$ cat config.mk
export PLATFORM = sky130hd
export DESIGN_NAME = boid_pair_sequencer
export DESIGN_NICKNAME = d
export VERILOG_FILES = /design/src/rtl/boid_pair_sequencer.sv
export SDC_FILE = /design/constraint.sdc
export NUM_CORES = 1
export LEC_CHECK = 0
export ABC_AREA = 1
export BUFFER_PORTS_ARGS = -buffer_cell sky130_fd_sc_hd__buf_4
export CAP_MARGIN = 20
export CELL_PAD_IN_SITES_DETAIL_PLACEMENT = 0
export CELL_PAD_IN_SITES_GLOBAL_PLACEMENT = 2
export CORE_MARGIN = 3
export CORE_UTILIZATION = 28
export DETAILED_ROUTE_END_ITERATION = 6
export MAX_ROUTING_LAYER = met4
export PLACE_DENSITY = 0.78
export SLEW_MARGIN = 25
export SYNTH_ARGS = -nofsm -noshare
export SYNTH_HDL_FRONTEND = slang
export SYNTH_SLANG_ARGS = --single-unit
$ cat constraint.sdc
create_clock -name clk -period 1.9 [get_ports clk]
set_input_delay 0.095 -clock clk [delete_from_list [all_inputs] [get_ports clk]]
set_output_delay 0.095 -clock clk [all_outputs]
set_load 0.01 [all_outputs]
$ cat src/rtl/boid_pair_sequencer.sv
`default_nettype none
// ============================================================================
// Module  : boid_pair_sequencer
// Brief   : Frame-level all-pairs sequencer for the boid force/velocity
//           datapath: own-state read, neighbour stream, drain, field write-back.
// Revision: 1.0 - initial release
// ============================================================================
module boid_pair_sequencer #(
    parameter int N_BOIDS  = 2,
    parameter int DP_LAT   = 2,
    parameter int W_FIELDS = 7,
    localparam int IW      = $clog2(N_BOIDS) + 1
) (
    input  logic                clk,
    input  logic                reset,
    input  logic                en,
    input  logic [IW-1:0]       num_active,
    output logic [IW-1:0]       which_boid,
    output logic [IW-1:0]       other_boid,
    output logic                r_en_tot,
    output logic                r_en_itr,
    output logic                dp_en,
    output logic [W_FIELDS-1:0] w_en,
    output logic                busy,
    output logic                done,
    output logic                overrun
);

    localparam int c_cnt_max = (DP_LAT > W_FIELDS) ? DP_LAT : W_FIELDS;
    localparam int c_cnt_w   = (c_cnt_max > 1) ? $clog2(c_cnt_max) : 1;

    localparam logic [IW-1:0]      c_n_max      = IW'(N_BOIDS);
    localparam logic [c_cnt_w-1:0] c_drain_last = c_cnt_w'(DP_LAT - 1);
    localparam logic [c_cnt_w-1:0] c_write_last = c_cnt_w'(W_FIELDS - 1);

    localparam logic [2:0] c_st_idle    = 3'd0;
    localparam logic [2:0] c_st_rd_self = 3'd1;
    localparam logic [2:0] c_st_iter    = 3'd2;
    localparam logic [2:0] c_st_drain   = 3'd3;
    localparam logic [2:0] c_st_write   = 3'd4;

    // Sequencing state
    logic [2:0]          r_state;
    logic [IW-1:0]       r_n;
    logic [IW-1:0]       r_i;
    logic [IW-1:0]       r_j;
    logic [c_cnt_w-1:0]  r_cnt;
    logic                r_fin;

    // Registered outputs
    logic [IW-1:0]       r_which_boid;
    logic [IW-1:0]       r_other_boid;
    logic                r_tot_strb;
    logic                r_itr_strb;
    logic                r_dp_en;
    logic [W_FIELDS-1:0] r_w_en;
    logic                r_busy;
    logic                r_done;
    logic                r_overrun;

    // Next-state values
    logic [2:0]          w_state_nx;
    logic [IW-1:0]       w_n_nx;
    logic [IW-1:0]       w_i_nx;
    logic [IW-1:0]       w_j_nx;
    logic [c_cnt_w-1:0]  w_cnt_nx;
    logic                w_fin_nx;
    logic                w_overrun_nx;

    // Next output values
    logic [IW-1:0]       w_which_d;
    logic [IW-1:0]       w_other_d;
    logic                w_tot_d;
    logic                w_itr_d;
    logic                w_dp_d;
    logic [W_FIELDS-1:0] w_we_d;
    logic                w_busy_d;
    logic                w_done_d;

    logic                w_accept;
    logic [IW-1:0]       w_n_clamp;
    logic [IW-1:0]       w_j_p1;
    logic [IW-1:0]       w_j_p2;
    logic [IW-1:0]       w_j_inc;
    logic [IW-1:0]       w_i_p1;

    // Outputs trail the state by one cycle, so a start is refused until the
    // registered busy flag has also dropped (the done cycle accepts again).
    assign w_accept  = en && (r_state == c_st_idle) && !r_busy;
    assign w_n_clamp = (num_active > c_n_max) ? c_n_max : num_active;
    assign w_j_p1    = r_j + IW'(1);
    assign w_j_p2    = r_j + IW'(2);
    assign w_j_inc   = (w_j_p1 == r_i) ? w_j_p2 : w_j_p1;
    assign w_i_p1    = r_i + IW'(1);

    always_ff @(posedge clk) begin
        if (reset) begin
            r_state      <= c_st_idle;
            r_n          <= '0;
            r_i          <= '0;
            r_j          <= '0;
            r_cnt        <= '0;
            r_fin        <= 1'b0;
            r_which_boid <= '0;
            r_other_boid <= '0;
            r_tot_strb   <= 1'b0;
            r_itr_strb   <= 1'b0;
            r_dp_en      <= 1'b0;
            r_w_en       <= '0;
            r_busy       <= 1'b0;
            r_done       <= 1'b0;
            r_overrun    <= 1'b0;
        end else begin
            r_state      <= w_state_nx;
            r_n          <= w_n_nx;
            r_i          <= w_i_nx;
            r_j          <= w_j_nx;
            r_cnt        <= w_cnt_nx;
            r_fin        <= w_fin_nx;
            r_which_boid <= w_which_d;
            r_other_boid <= w_other_d;
            r_tot_strb   <= w_tot_d;
            r_itr_strb   <= w_itr_d;
            r_dp_en      <= w_dp_d;
            r_w_en       <= w_we_d;
            r_busy       <= w_busy_d;
            r_done       <= w_done_d;
            r_overrun    <= w_overrun_nx;
        end
    end

    always_comb begin
        w_state_nx   = r_state;
        w_n_nx       = r_n;
        w_i_nx       = r_i;
        w_j_nx       = r_j;
        w_cnt_nx     = r_cnt;
        w_fin_nx     = 1'b0;
        w_overrun_nx = r_overrun;

        if (w_accept) begin
            w_overrun_nx = 1'b0;
        end else if (en) begin
            w_overrun_nx = 1'b1;
        end

        case (r_state)
            c_st_idle: begin
                if (w_accept) begin
                    w_n_nx   = w_n_clamp;
                    w_i_nx   = '0;
                    w_cnt_nx = '0;
                    if (w_n_clamp == '0) begin
                        w_fin_nx = 1'b1;
                    end else begin
                        w_state_nx = c_st_rd_self;
                    end
                end
            end
            c_st_rd_self: begin
                w_cnt_nx = '0;
                if (r_n > IW'(1)) begin
                    w_state_nx = c_st_iter;
                    w_j_nx     = (r_i == '0) ? IW'(1) : '0;
                end else begin
                    w_state_nx = c_st_drain;
                end
            end
            c_st_iter: begin
                if (w_j_inc >= r_n) begin
                    w_state_nx = c_st_drain;
                    w_cnt_nx   = '0;
                end else begin
                    w_j_nx = w_j_inc;
                end
            end
            c_st_drain: begin
                if (r_cnt == c_drain_last) begin
                    w_state_nx = c_st_write;
                    w_cnt_nx   = '0;
                end else begin
                    w_cnt_nx = r_cnt + c_cnt_w'(1);
                end
            end
            c_st_write: begin
                if (r_cnt == c_write_last) begin
                    w_cnt_nx = '0;
                    if (w_i_p1 < r_n) begin
                        w_i_nx     = w_i_p1;
                        w_state_nx = c_st_rd_self;
                    end else begin
                        w_state_nx = c_st_idle;
                        w_fin_nx   = 1'b1;
                    end
                end else begin
                    w_cnt_nx = r_cnt + c_cnt_w'(1);
                end
            end
            default: begin
                w_state_nx = c_st_idle;
            end
        endcase
    end

    // Output decode of the current state; registered on the next edge
    always_comb begin
        w_which_d = r_which_boid;
        w_other_d = r_other_boid;
        w_tot_d   = 1'b0;
        w_itr_d   = 1'b0;
        w_dp_d    = r_itr_strb;
        w_we_d    = '0;
        w_busy_d  = (r_state != c_st_idle);
        w_done_d  = r_fin;

        case (r_state)
            c_st_idle: begin
                w_which_d = '0;
                w_other_d = '0;
            end
            c_st_rd_self: begin
                w_which_d = r_i;
                w_tot_d   = 1'b1;
            end
            c_st_iter: begin
                w_which_d = r_i;
                w_other_d = r_j;
                w_itr_d   = 1'b1;
            end
            c_st_drain: begin
                w_which_d = r_i;
            end
            c_st_write: begin
                w_which_d = r_i;
                w_we_d    = W_FIELDS'(1) << r_cnt;
            end
            default: begin
                w_which_d = '0;
            end
        endcase
    end

    assign which_boid = r_which_boid;
    assign other_boid = r_other_boid;
    assign r_en_tot   = r_tot_strb;
    assign r_en_itr   = r_itr_strb;
    assign dp_en      = r_dp_en;
    assign w_en       = r_w_en;
    assign busy       = r_busy;
    assign done       = r_done;
    assign overrun    = r_overrun;

endmodule
`default_nettype wire

# Word level (Yosys, flattened, before mapping)
# Cells that the tools add are included.
# op_classes
add_sub_neg,4
magnitude_cmp,4
eq_ne,15
shifts,1
mux,31
bitwise,2
n_reduce_logical,20
# ops
operator,n
$pmux 3 s5,2
$mux 3,9
$ne 2x2->1 const B,8
$mux 2,7
$pmux 2 s2,3
$mux 1,9
$shl 1x3->7 const A,1
$eq 3x1->1 const B,2
$eq 3x2->1 const B,2
$eq 3x3->1 const B,2
$reduce_and 3->1,2
$reduce_bool 2->1,3
$reduce_or 2->1,3
$reduce_and 5->1,1
$reduce_bool 5->1,1
$add 2x1->2 const B,2
$logic_not 2->1,2
$reduce_and 4->1,1
$reduce_or 4->1,1
$add 3x1->3 const B,1
$logic_not 3->1,1
$reduce_bool 3->1,1
$add 2x2->2 const B,1
$eq 2x2->1,1
other kinds (9),11
# word_totals
ff_bits,30
output_inout_bits,17
word_cells,92

# Longest topological paths before layout
# logic_depth
word_depth,6
mapped_depth,17
ltp_nobuf,17

# Worst setup path after synthesis
# Ideal clock, no wire load.
# synth_timing
kind,reg-to-reg
from,register r_j[0]
to,register r_state[0]
arrival_ns,1.735
required_ns,1.785
setup_slack_ns,0.050
path_stages_with_launch,14
path_buffers,0
synth_period_minus_slack_ns,1.850
cell_sequence,dfxtp_1 inv_1 nand2_1 nand3_1 nand3_1 nand2_1 and2_1 ha_1 nand2_1 nand3_1 nor2_4 nor2_4 a21oi_1 nor2_1
# synth_between
elab_chain_len,6
# synth_rtl
item,line,source
start: declaration,46,logic [IW-1:0] r_j;
start signal: assignment,117,r_j <= w_j_nx;
$add 2x1->2,91,assign w_j_p1 = r_j + IW'(1);
$eq 2x2->1,93,assign w_j_inc = (w_j_p1 == r_i) ? w_j_p2 : w_j_p1;
$mux 2 (*),93,
$ge 2x2->1 (*),170,if (w_j_inc >= r_n) begin
$ne 2x2->1 (no source line) (*),n/a,
$reduce_and 5->1 (no source line) (*),n/a,
end signal: assignment,98,r_state <= c_st_idle;
end signal: assignment,114,r_state <= w_state_nx;
end: declaration,43,logic [2:0] r_state;
# Every way passes the cells marked *; elsewhere a longest branch is shown, timed or not.
# A chain may end at the register's enable or synchronous reset.

# Worst setup path after layout
# layout_timing
from,register r_j[0]
to,register r_cnt[2]
# layout_between
elab_chain_len,6
# layout_rtl
item,line,source
$add 2x1->2,91,
$eq 2x2->1,93,
$mux 2 (*),93,
$ge 2x2->1 (*),170,
$ne 2x2->1 (no source line) (*),n/a,
$reduce_and 3->1 (no source line) (*),n/a,
end signal: assignment,118,r_cnt <= w_cnt_nx;
end: declaration,47,logic [c_cnt_w-1:0] r_cnt;
# Marks and branches as above.

==> out/metrics.cfg <==
[worst_setup_path]
crit_chain = inv_4 -> nand2_4 -> nand3_4 -> nand3_2 -> nand2_2 -> and2_4 -> ha_4 -> nand2_4 -> nand3_4 -> nor2_4 -> nor2_2 -> nand2_2 -> nand2_2 -> a21oi_2
reg2regPathDepth = 14
cpLargestDelayFamily = simple AND/OR/NAND/NOR gates
regToRegStartpoint = r_j[0]
slowest_stage = dfxtp_4
cp_common_cell = nand2_2
rrSetupSlack_ps = 50
worstSetupEndpointType = flop
cpPeakStageDelay_ps = 410
arrival_ps = 2070
required_ps = 2110
cp-start-kind = flop
critPathKind = reg -> reg
path_buf_inv = 1
r2r-end = r_cnt[2]
cp_max_fo = 5

[global_route]
grt_pass1_wl_mm = 5.96
grt_overflow = 0
grt_antenna_before_repair = 0
grt_max_degree = 14
grt.total_usage = 0.130
grt_pass1_vias = 1279

[power_and_ir_drop]
pwr-share-clk = 0.175
switching_share = 0.421
peakVddDrop_v = 0.000455
p_int_mw = 1.72
p_seq_frac = 0.290
switching_power_mw = 1.25
power_density_nw_per_um2 = 1480
p_leak_nw = 0.895
power_mw = 2.98
combPwrFrac = 0.535

[flow_run]
maxCapViolCount = 0

[synthesis]
ys.flop_type = dfxtp_1
async_flop_share = 0
synth.avg_cell_area_sq_um = 7.37
post-synth-top-count-cell = nand2_1
synth_area_sq_um = 1440
synth_top_area_frac = 0.416
synthTopCellsByCount = 44 x nand2_1, 30 x dfxtp_1, 26 x nor2_1
yosysWarningCount = 0
ys_seq_elements = 30
syn_nets = 205
synth_cell_types = 25
yosysSeqAreaShare = 0.416
synth_edf_count = 0
yosysTopAreaCell = dfxtp_1
syn_inst = 196
yosys-top-cells-area = dfxtp_1 42%, nand2_1 11%, nand3_1 6.9%

[route]
drtIter0Drc = 49
routed_wl_mm = 3.39
ant_nets = 0
vias_per_cell = 4.29
vias = 1297
dr.pass1.iters = 5
drc = 0
routedWlPerCell_um = 11.2

[clocking]
tritoncts = yes
cts_root_buffer = clkbuf_8
cts_made_buffers = 5
clk_pin_slew_ps = 60
htree_levels = 2
insertion_delay_ps = 280
ctsHoldBuffers = 0
cts.sinks = 30
clockBufferDepth = 2

[min_path]
min_to = r_n[0]
hp-class = in -> reg
holdCritStartpoint = num_active[1]
whs_path_depth = 2

[place]
dpl_cell_area_sq_um = 1730
post-place-cells = 290
gp_congestion = 0.754
io_buffers = 21
dp_hpwl_mm = 2.52

[layout]
fillerInstances = 499
finalNonFillerCells = 302
n_antenna_cell = 0
layout.nets = 243
final_util = 0.415
drive_gt1_frac = 0.387
post-route-cell-area_sq_um = 2010
area.growth.synth_to_final_pct = 39.4

[timing]
rsz0062_at_grt = true
fmax_ghz = 0.540
finClkSkew_ps = 4.73
slew_headroom = 0.727
period_share = 0.974
tightest_slew_ps = 409
min_period_ps = 1850
finalSetupViolations = 0
hold_viol_final = 0
drv_slew = 0

[die]
die_x_um = 77.8
num_rows = 25
die_area_sq_um = 6050
pin_count = 22
initial_core_util = 0.298
chipHeight_um = 77.8
core_area_sq_um = 4850

[run_status]
status = finished, final reports clean

[metal layers]
| layer | share of wire | track usage | vias to the layer above |
|---|---|---|---|
| met4 | 0.017 | 0.0498 | 0 |
| met3 | 0.070 | 0.0418 | 6 |
| met5 | 0 | - | - |
| met2 | 0.39 | 0.172 | 30 |
| met1 | 0.52 | 0.180 | 559 |
| li1 | - | - | 702 |
[worst reg2reg max path: stages (launching register included)]
cell,delay [ps]
dfxtp_4,410
inv_4,50
nand2_4,80
nand3_4,90
nand3_2,90
nand2_2,60
and2_4,140
ha_4,250
nand2_4,60
nand3_4,90
nor2_4,140
nor2_2,60
nand2_2,100
nand2_2,60
a21oi_2,110
[sequential cells by signal, summed over array words and instances (netlist names)]
register    cells
busy            1
r_en_itr        1
which_boid      2
r_j             2
w_en            7
r_state         3
r_fin           1
r_cnt           3
done            1
r_i             2
overrun         1
r_en_tot        1
dp_en           1
other_boid      2
r_n             2
[stage by stage]
step	hold slack (ps)	worst slack (ps)	TNS, ps
2_1_floorplan	179	50.1	0
3_3_place_gp	305	-42.5	-154
3_5_place_dp	302	-101	-592
4_1_cts	1.88	8.21	0
5_1_grt	5.39	-77.0	-434
6_report	9.60	49.1	0
[logic make-up (layout without fill, tap and decap cells)]
group,Yosys count,in the layout,share of synthesized area
AND/OR/NAND/NOR,113,113,0.373
flip-flops,30,30,0.416
buffers and inverters,28,67,0.0780
AO/OA/AOI/OAI,19,19,0.0858
adder cells (fa/ha/maj),4,4,0.0347
XOR/XNOR,2,2,0.0121
[power groups by stage]
stage | clock network (mW) | registers, mW | logic (mW)
6_report | 0.521 | 0.864 | 1.59
5_1_grt | 0.589 | 0.883 | 1.79
4_1_cts | 0.544 | 0.846 | 1.35
3_5_place_dp | 0 | 0.840 | 1.20
3_3_place_gp | 0 | 0.843 | 1.21
2_1_floorplan | 0 | 0.839 | 0.848
[cell usage in the layout (no fill, tap or decap), types with 2 or more instances in the layout]
cell	count
a21oi_1	8
a21oi_2	3
buf_4	32
clkbuf_8	6
dfxtp_1	26
dfxtp_4	3
ha_1	2
ha_4	2
inv_1	21
inv_2	4
nand2_1	33
nand2_2	9
nand2_4	7
nand3_1	16
nand3_2	4
nand3_4	3
nor2_1	26
nor2_2	5
nor2_4	4
nor3_1	3
o21ai_0	5
[cell type report]
type	instances	area (sq um)	share of cell area
Clock buffer	7	86.3	0.0429
Inverter	26	100	0.0497
Sequential cell	30	613	0.305
Timing Repair Buffer	33	251	0.125
Clock inverter	1	5.00	0.00249
Tap cell	67	83.8	0.0416
Multi-Input combinational cell	138	873	0.434
[worst max path at each step]
stage / from / to / cells after the start
3_3_place_gp: r_j[0] / r_state[1] / 15
4_1_cts: r_j[0] / r_cnt[0] / 15
5_1_grt: r_j[0] / r_state[1] / 15
3_5_place_dp: r_j[0] / r_state[1] / 15
2_1_floorplan: r_j[0] / r_state[0] / 13
6_report: r_j[0] / r_cnt[2] / 14
[repair_timing]
action,in CTS,in global routing
endpoints found under the setup margin,8,10
buffers inserted,2,2
pin swaps,11,7
resized for setup,22,19
(Power assumes the default switching activity.)
